`config.mk`:
```
export PLATFORM = sky130hd
export DESIGN_NAME = nn_argmax_classifier_flat
export DESIGN_NICKNAME = d
export VERILOG_FILES = /design/src/rtl/nn_pkg.sv /design/src/rtl/nn_argmax_classifier_if.sv /design/src/rtl/nn_argmax_classifier.sv /design/src/flat_wrapper.sv
export SDC_FILE = /design/constraint.sdc
export NUM_CORES = 1
export LEC_CHECK = 0
export ABC_AREA = 1
export CAP_MARGIN = 20
export CORE_MARGIN = 2
export CORE_UTILIZATION = 50
export CTS_CLUSTER_DIAMETER = 40
export DETAILED_ROUTE_END_ITERATION = 8
export PLACE_DENSITY = 0.76
export SLEW_MARGIN = 20
export SYNTH_ARGS = -nofsm -noshare
export SYNTH_HDL_FRONTEND = slang
export SYNTH_SLANG_ARGS = --single-unit
```
`constraint.sdc`:
```
create_clock -name clk -period 3.1 [get_ports clk]
set_clock_uncertainty 0.1 [all_clocks]
set_input_delay 0.62 -clock clk [delete_from_list [all_inputs] [get_ports clk]]
set_output_delay 0.62 -clock clk [all_outputs]
set_load 0.05 [all_outputs]
```
`src/rtl/nn_pkg.sv`:
```
// Shared definitions for the inference pipeline: layer-size defaults, index width
// derivation and the argmax FSM state encoding.
package nn_pkg;

    localparam int NN_N_CLASSES = 10;
    localparam int NN_DATA_W    = 16;
    // Narrowest index that still addresses every class (at least one bit).
    localparam int NN_IDX_W     = (NN_N_CLASSES > 1) ? $clog2(NN_N_CLASSES) : 1;

    typedef enum logic {
        COLLECT = 1'b0,
        RESULT  = 1'b1
    } nn_state_e;

endpackage

```
`src/rtl/nn_argmax_classifier_if.sv`:
```
// Activation stream in, classification result out. out_margin exists only when
// NN_ARGMAX_MARGIN_EN is defined.
interface nn_argmax_classifier_if
    import nn_pkg::*;
#(
    parameter int DATA_W = NN_DATA_W,
    parameter int IDX_W  = NN_IDX_W
) ();

    // Both streams use valid/ready: a transfer happens on a rising clock edge
    // where valid && ready; a source holds its payload stable while valid && !ready.
    logic              in_valid;
    logic              in_ready;
    logic [DATA_W-1:0] in_data;
    logic              in_last;
    logic              out_valid;
    logic              out_ready;
    logic [IDX_W-1:0]  out_class;
    logic [DATA_W-1:0] out_max;
    logic              out_err;
`ifdef NN_ARGMAX_MARGIN_EN
    logic [DATA_W-1:0] out_margin;

    modport master (
        output in_valid, in_data, in_last, out_ready,
        input  in_ready, out_valid, out_class, out_max, out_err, out_margin
    );
    modport slave (
        input  in_valid, in_data, in_last, out_ready,
        output in_ready, out_valid, out_class, out_max, out_err, out_margin
    );
`else
    modport master (
        output in_valid, in_data, in_last, out_ready,
        input  in_ready, out_valid, out_class, out_max, out_err
    );
    modport slave (
        input  in_valid, in_data, in_last, out_ready,
        output in_ready, out_valid, out_class, out_max, out_err
    );
`endif

endinterface

```
`src/rtl/nn_argmax_classifier.sv`:
```
// Per-frame argmax over a serial activation stream with frame-length checking.
// Optional NN_ARGMAX_MARGIN_EN adds a top1-minus-top2 margin output.
module nn_argmax_classifier
    import nn_pkg::*;
#(
    parameter int N_CLASSES = NN_N_CLASSES,
    parameter int DATA_W    = NN_DATA_W,
    parameter int IDX_W     = NN_IDX_W
) (
    input  logic                 clk,
    input  logic                 reset,
    nn_argmax_classifier_if.slave bus,
    output nn_state_e            dbg_state_o
);

    localparam logic [IDX_W-1:0] LAST_IDX = IDX_W'(N_CLASSES - 1);

    nn_state_e         state_q, state_d;
    logic [IDX_W-1:0]  cnt_q, cnt_d;
    logic [IDX_W-1:0]  idx_q, idx_d;
    logic [DATA_W-1:0] max_q, max_d;
    logic [IDX_W-1:0]  res_class_q, res_class_d;
    logic [DATA_W-1:0] res_max_q, res_max_d;
    logic              res_err_q, res_err_d;
`ifdef NN_ARGMAX_MARGIN_EN
    logic [DATA_W-1:0] second_q, second_d;
    logic [DATA_W-1:0] res_margin_q, res_margin_d;
`endif

    logic in_ready;
    logic out_valid;
    logic beat;
    logic at_last;
    logic frame_end;
    logic frame_err;

    assign beat      = (state_q == COLLECT) && bus.in_valid;
    assign at_last   = (cnt_q == LAST_IDX);
    assign frame_end = beat && (bus.in_last || at_last);
    // A frame is well formed only when in_last lands exactly on the final slot.
    assign frame_err = (bus.in_last != at_last);

    // FSM
    always_comb begin
        state_d   = state_q;
        in_ready  = 1'b0;
        out_valid = 1'b0;
        case (state_q)
            COLLECT: begin
                in_ready = 1'b1;
                if (frame_end) begin
                    state_d = RESULT;
                end
            end
            RESULT: begin
                out_valid = 1'b1;
                if (bus.out_ready) begin
                    state_d = COLLECT;
                end
            end
            default: state_d = COLLECT;
        endcase
    end

    always_ff @(posedge clk or posedge reset) begin
        if (reset) begin
            state_q <= COLLECT;
        end else begin
            state_q <= state_d;
        end
    end

    // Datapath: running max/index plus a separate result register so the
    // outputs keep the last verdict while the next frame is being collected.
    always_comb begin
        cnt_d       = cnt_q;
        idx_d       = idx_q;
        max_d       = max_q;
        res_class_d = res_class_q;
        res_max_d   = res_max_q;
        res_err_d   = res_err_q;
`ifdef NN_ARGMAX_MARGIN_EN
        second_d     = second_q;
        res_margin_d = res_margin_q;
`endif
        if (beat) begin
            if (cnt_q == '0) begin
                max_d = bus.in_data;
                idx_d = '0;
`ifdef NN_ARGMAX_MARGIN_EN
                second_d = '0;
`endif
            end else if (bus.in_data > max_q) begin
                max_d = bus.in_data;
                idx_d = cnt_q;
`ifdef NN_ARGMAX_MARGIN_EN
                second_d = max_q;
`endif
            end
`ifdef NN_ARGMAX_MARGIN_EN
            else if (bus.in_data > second_q) begin
                second_d = bus.in_data;
            end
`endif
            if (frame_end) begin
                cnt_d       = '0;
                res_class_d = idx_d;
                res_max_d   = max_d;
                res_err_d   = frame_err;
`ifdef NN_ARGMAX_MARGIN_EN
                res_margin_d = max_d - second_d;
`endif
            end else begin
                cnt_d = cnt_q + 1'b1;
            end
        end
    end

    always_ff @(posedge clk or posedge reset) begin
        if (reset) begin
            cnt_q       <= '0;
            idx_q       <= '0;
            max_q       <= '0;
            res_class_q <= '0;
            res_max_q   <= '0;
            res_err_q   <= 1'b0;
`ifdef NN_ARGMAX_MARGIN_EN
            second_q     <= '0;
            res_margin_q <= '0;
`endif
        end else begin
            cnt_q       <= cnt_d;
            idx_q       <= idx_d;
            max_q       <= max_d;
            res_class_q <= res_class_d;
            res_max_q   <= res_max_d;
            res_err_q   <= res_err_d;
`ifdef NN_ARGMAX_MARGIN_EN
            second_q     <= second_d;
            res_margin_q <= res_margin_d;
`endif
        end
    end

    assign bus.in_ready  = in_ready;
    assign bus.out_valid = out_valid;
    assign bus.out_class = res_class_q;
    assign bus.out_max   = res_max_q;
    assign bus.out_err   = res_err_q;
`ifdef NN_ARGMAX_MARGIN_EN
    assign bus.out_margin = res_margin_q;
`endif
    assign dbg_state_o = state_q;

endmodule
```
`src/flat_wrapper.sv`:
```
// flat-port wrapper written by rule: the top's interface ports become plain ports
module nn_argmax_classifier_flat import nn_pkg::*;
#(
    parameter int N_CLASSES = NN_N_CLASSES,
    parameter int DATA_W    = NN_DATA_W,
    parameter int IDX_W     = NN_IDX_W
)
  (clk, reset, dbg_state_o, bus_in_valid, bus_in_data, bus_in_last, bus_out_ready, bus_in_ready, bus_out_valid, bus_out_class, bus_out_max, bus_out_err);
  nn_argmax_classifier_if #(.DATA_W(DATA_W), .IDX_W(IDX_W)) bus_i ();
  input  logic clk;
  input  logic reset;
  output nn_state_e dbg_state_o;
  input wire logic [$bits(bus_i.in_valid)-1:0] bus_in_valid;
  input wire logic [$bits(bus_i.in_data)-1:0] bus_in_data;
  input wire logic [$bits(bus_i.in_last)-1:0] bus_in_last;
  input wire logic [$bits(bus_i.out_ready)-1:0] bus_out_ready;
  output wire logic [$bits(bus_i.in_ready)-1:0] bus_in_ready;
  output wire logic [$bits(bus_i.out_valid)-1:0] bus_out_valid;
  output wire logic [$bits(bus_i.out_class)-1:0] bus_out_class;
  output wire logic [$bits(bus_i.out_max)-1:0] bus_out_max;
  output wire logic [$bits(bus_i.out_err)-1:0] bus_out_err;
  assign bus_i.in_valid = bus_in_valid;
  assign bus_i.in_data = bus_in_data;
  assign bus_i.in_last = bus_in_last;
  assign bus_i.out_ready = bus_out_ready;
  assign bus_in_ready = bus_i.in_ready;
  assign bus_out_valid = bus_i.out_valid;
  assign bus_out_class = bus_i.out_class;
  assign bus_out_max = bus_i.out_max;
  assign bus_out_err = bus_i.out_err;
  nn_argmax_classifier #(.N_CLASSES(N_CLASSES), .DATA_W(DATA_W), .IDX_W(IDX_W)) u_core (.clk(clk), .reset(reset), .bus(bus_i), .dbg_state_o(dbg_state_o));
endmodule
```
### After elaboration in Yosys (flattened, before gate mapping)

Index checks and enable logic that the tools add are counted.
Widths: inputs -> output; s select.

| word-level totals | value |
|---|---|
| register bits after elaboration | 46 |
| latch bits | 0 |
| bits in writable memories | 0 |
| bits in read-only memories | 0 |
| output and inout bits | 24 |
| logic and storage cells | 27 |
| memories | 0 |

| operators by class | value |
|---|---|
| $add $sub $neg | 1 |
| multiply operators | 0 |
| divide/modulo/power cells | 0 |
| $lt $le $gt $ge | 1 |
| eq/ne operators | 2 |
| shifts and indexed selects | 0 |
| multiplexer cells | 10 |
| bitwise operators | 1 |
| reductions and logical operators | 5 |

Operators with widths:

| kind | count |
|---|---|
| $mux 16 | 2 |
| $gt 16x16->1 | 1 |
| $mux 4 | 3 |
| $add 4x1->4 const B | 1 |
| $eq 4x4->1 const B | 1 |
| $logic_not 4->1 | 1 |
| $mux 1 | 4 |
| $logic_and 1x1->1 | 2 |
| $pmux 1 s2 | 1 |
| $reduce_and 2->1 | 1 |
| $logic_or 1x1->1 | 1 |
| $ne 1x1->1 | 1 |
| $not 1->1 | 1 |

### Longest topological paths before layout

| logic depth | value |
|---|---|
| depth in word-level cells | 5 |
| gate-level depth with buffers | 17 |
| depth with buffers taken out | 16 |

### Least setup slack after synthesis

OpenSTA, ideal clock, no wires.

| timing | value |
|---|---|
| path type | reg-to-reg |
| start | reg u_core.state_q (netlist: u_core.dbg_state_o) |
| end | reg u_core.res_class_q[0] (netlist: u_core.bus.out_class[0]) |
| library setup time | 0.119 ns |
| arrival | 1.905 ns |
| required time | 2.881 ns |
| setup slack | 0.977 ns |
| stages on the path, launching flop included | 8 |
| path buffers | 1 |
| cell sequence | dfrtp_1 -> inv_1 -> nand2_1 -> nor2_1 -> inv_1 -> clkbuf_1 -> nand2_1 -> nand2_1 |

| between the ends | value |
|---|---|
| cells in the longest elaborated chain, start to end | 4 |

Ends and longest elaborated chain:

| what | RTL line | RTL |
|---|---|---|
| start, declared | nn_argmax_classifier.sv:18 | `nn_state_e state_q, state_d;` |
| start signal, assigned | nn_argmax_classifier.sv:69 | `state_q <= state_d;` |
| $not 1->1 * | nn_argmax_classifier.sv:37 | `assign beat = (state_q == COLLECT) && bus.in_valid;` |
| $logic_and 1x1->1 * | nn_argmax_classifier.sv:37 |  |
| $logic_and 1x1->1 | nn_argmax_classifier.sv:39 | `assign frame_end = beat && (bus.in_last \|\| at_last);` |
| $reduce_and 2->1 (no source line) * | -- |  |
| end signal, assigned | nn_argmax_classifier.sv:135 | `res_class_q <= res_class_d;` |
| end, declared | nn_argmax_classifier.sv:22 | `logic [IDX_W-1:0] res_class_q, res_class_d;` |

Every way passes the cells marked *; elsewhere a longest branch is shown, timed or not.
A chain may end at the register's enable or synchronous reset.

### Final worst setup path

| timing | value |
|---|---|
| start | in bus_in_data[7] |
| end | reg u_core.max_q[3] |

| between the ends | value |
|---|---|
| cells in the longest elaborated chain, start to end | 3 |

Ends and longest elaborated chain:

| what | RTL line | RTL |
|---|---|---|
| start, declared | flat_wrapper.sv:14 | `input wire logic [$bits(bus_i.in_data)-1:0] bus_in_data;` |
| $gt 16x16->1 | nn_argmax_classifier.sv:93 | `end else if (bus.in_data > max_q) begin` |
| $mux 16 | nn_argmax_classifier.sv:93 |  |
| $mux 16 | nn_argmax_classifier.sv:87 | `if (cnt_q == '0) begin` |
| end signal, assigned | nn_argmax_classifier.sv:134 | `max_q <= max_d;` |
| end, declared | nn_argmax_classifier.sv:21 | `logic [DATA_W-1:0] max_q, max_d;` |

Every way passes these cells.

==> results.md <==
- Status: complete, no violations
- Internal power: 1.763 mW
- Crit end category: flop
- Post-CTS Setup Bufs: 0
- Top-count cell post-synth: nand2_1
- Crit share post-route: 0.7989
- Core footprint: 5172 um^2
- Worst setup path startpoint: bus_in_data[7]
- Yosys top cell by area: dfrtp_1
- Final Cell Area: 3328 um^2
- Vias in the first global route: 2418
- Post-CTS resize count: 0
- Final setup fails: 0
- IO Port Bufs: 44
- Pre-Repair DR Iteration Count: 5
- Final Non-Filler Cells: 462
- CTS tree: yes
- Final hold violation count: 0
- Vias/cell: 5.102
- Synth area leaders: dfrtp_1 (42%), nand2_1 (16%), nand3_1 (11%)
- FP Rows: 26
- Total wire length: 6138 um
- Initial antenna violation count: 0
- DR iter-0 viols: 100
- Top_reg_cell synth: dfrtp_1
- Worst R2R Path Depth: 13
- Worst hold margin: 372.6 ps
- Post-synth EDFFs: 0
- Die area: 6036 um^2
- # IOs: 45
- Hold depth: 2
- Sequential element share of the synthesized area: 0.4240
- Synthesized cell area: 2715 um^2
- RR Startpoint: u_core.max_q[6]
- Avg Cell Area, Syn: 7.847 um^2
- DR vias: 2357
- Cts bufs inserted: 5
- Min Tclk post-route: 2477 ps
- Avg WL per Cell: 13.29 um
- Initial Util: 0.5249
- Die height: 77.69 um
- Antenna Violating Nets Remaining: 0
- Final core occ: 0.6434
- Slew Limit Fails: 0
- RSZ-0062 raised after global routing: no
- Die width: 77.69 um
- Multi-input logic area: 1287 um^2
- Fin worst setup slack: 623.4 ps
- Synthesized flop and latch total: 46
- Final Power: 3.461 mW
- Max cap viols: 0
- Switch share: 0.4907
- Gr usage total: 0.2194
- Hold path endpoint: u_core.bus.out_err
- Placed cells: 454
- Setup TNS: 0 ps
- Pwr dens: 1040 nW/um^2
- Post-DP HPWL: 4255 um
- DRC: 0
- Clock power frac: 0.131
- Max transition margin: 0.6131
- Clock Sinks: 46
- RD Place Congestion: 0.8358
- Worst R2R End: u_core.max_q[3]
- Seq. cell area: 1151 um^2
- Type of the most critical hold path: reg2reg
- Top-area cell type share of the netlist area: 0.4240
- Top post-synthesis cells by count: nand2_1 (113), nand3_1 (58), inv_1 (51)
- Worst reg2reg setup slack: 970 ps
- Syn Nets: 387
- Leak Pwr: 1.818 nW
- Cells after synthesis: 346
- Post-CTS Hold Buffers: 0
- Synth warnings: 0
- Area added between synthesis and finish: 22.58%
- Clock slew at reported path FFs: 90 ps
- Crit Path Class: in2reg
- Pre-CTS setup slack: 292.9 ps
- Async set or reset register ratio after synthesis: 1.000
- Worst skew pair latency: 300 ps
- Arr. time, crit path: 2570 ps
- Clk buf depth: 2
- Layout fillers: 446
- Worst-path fanout max: 17
- Least-Margin Pin Slew: 580.4 ps
- Grt ovf: 0
- Global-route wire length before repair: 10620 um
- Fmax: 0.4038 GHz
- Fin nets: 432
- Layout cells sized above 1: 0.08418
- Placed Area: 3218 um^2
- Ant. Diodes: 0
- Reg power frac: 0.293
- Largest net degree at the start of global routing: 47
- Yosys cell types: 21
- Hold Crit Start: u_core.bus.out_err
- # H-tree levels: 2
- Combinational power share: 0.576
- Peak supply drop: 0.4907 mV
- Root Driver: clkbuf_8
- Psw: 1.698 mW
- Critical path data required time: 3200 ps
- CP startpoint kind: primary input
area by class of cell:
class / count / area share
clock inverters: 2 / 0.01128
inverters: 51 / 0.05752
repair buffers: 52 / 0.1504
flip-flops and latches: 46 / 0.3459
clock buffers: 6 / 0.02180
multi-input cells: 235 / 0.3868
well taps: 70 / 0.02632
per-layer routing:
layer	GRT usage	share of wire	vias to the layer above
li1	-	-	1175
met1	0.2813	0.47	1116
met2	0.3681	0.47	56
met3	0.04535	0.043	10
met4	0.07500	0.013	0
met5	0	0	-
critical path, stage by stage:
cell	delay [ps]
clkdlybuf4s50_1	430
ha_1	300
nand2_1	70
nor2_1	190
nand2_1	80
nand2_1	70
nand2_1	60
nand2_2	80
nand2_2	80
nand2_4	310
nand2_1	130
nand3_1	90
nand2_1	70
power by group through the flow:
stage	sequential [mW]	combinational (mW)	clock, mW
2_1_floorplan	1.44	1.05	0
3_3_place_gp	1.01	1.94	0
3_5_place_dp	1.02	1.99	0
4_1_cts	1.01	2.00	0.462
5_1_grt	1.04	2.21	0.487
6_report	1.01	1.99	0.455
worst max path at each step:
stage                               to  slack, ps
6_report               u_core.max_q[3]        620
5_1_grt                u_core.max_q[0]        480
4_1_cts        u_core.bus.out_class[2]        610
3_5_place_dp   u_core.bus.out_class[2]        290
3_3_place_gp     u_core.bus.out_max[0]        330
2_1_floorplan  u_core.bus.out_class[0]        980
cell usage in the layout (no fill, tap or decap), drive strengths merged, types with 7 or more instances in the layout:
cell | netlist | final
clkdlybuf4s50 | 0 | 44
dfrtp | 46 | 46
nand2 | 127 | 127
a21oi | 8 | 8
ha | 20 | 20
nor2 | 7 | 7
inv | 51 | 51
buf | 8 | 8
nand3 | 58 | 58
sequential cells by signal (all words and copies together), names as in the netlist:
register,cells
u_core.bus.out_max,16
u_core.max_q,16
u_core.bus.out_class,4
u_core.cnt_q,4
u_core.idx_q,4
u_core.bus.out_err,1
u_core.dbg_state_o,1
logic make-up after synthesis:
group           share of synthesized area
simple gates                       0.3539
flops                              0.4240
xor+xnor                         0.003226
fa+ha+maj                         0.09217
buf+inv                            0.1018
compound gates                    0.02489
Note: power is estimated with default switching activity, not from simulation.
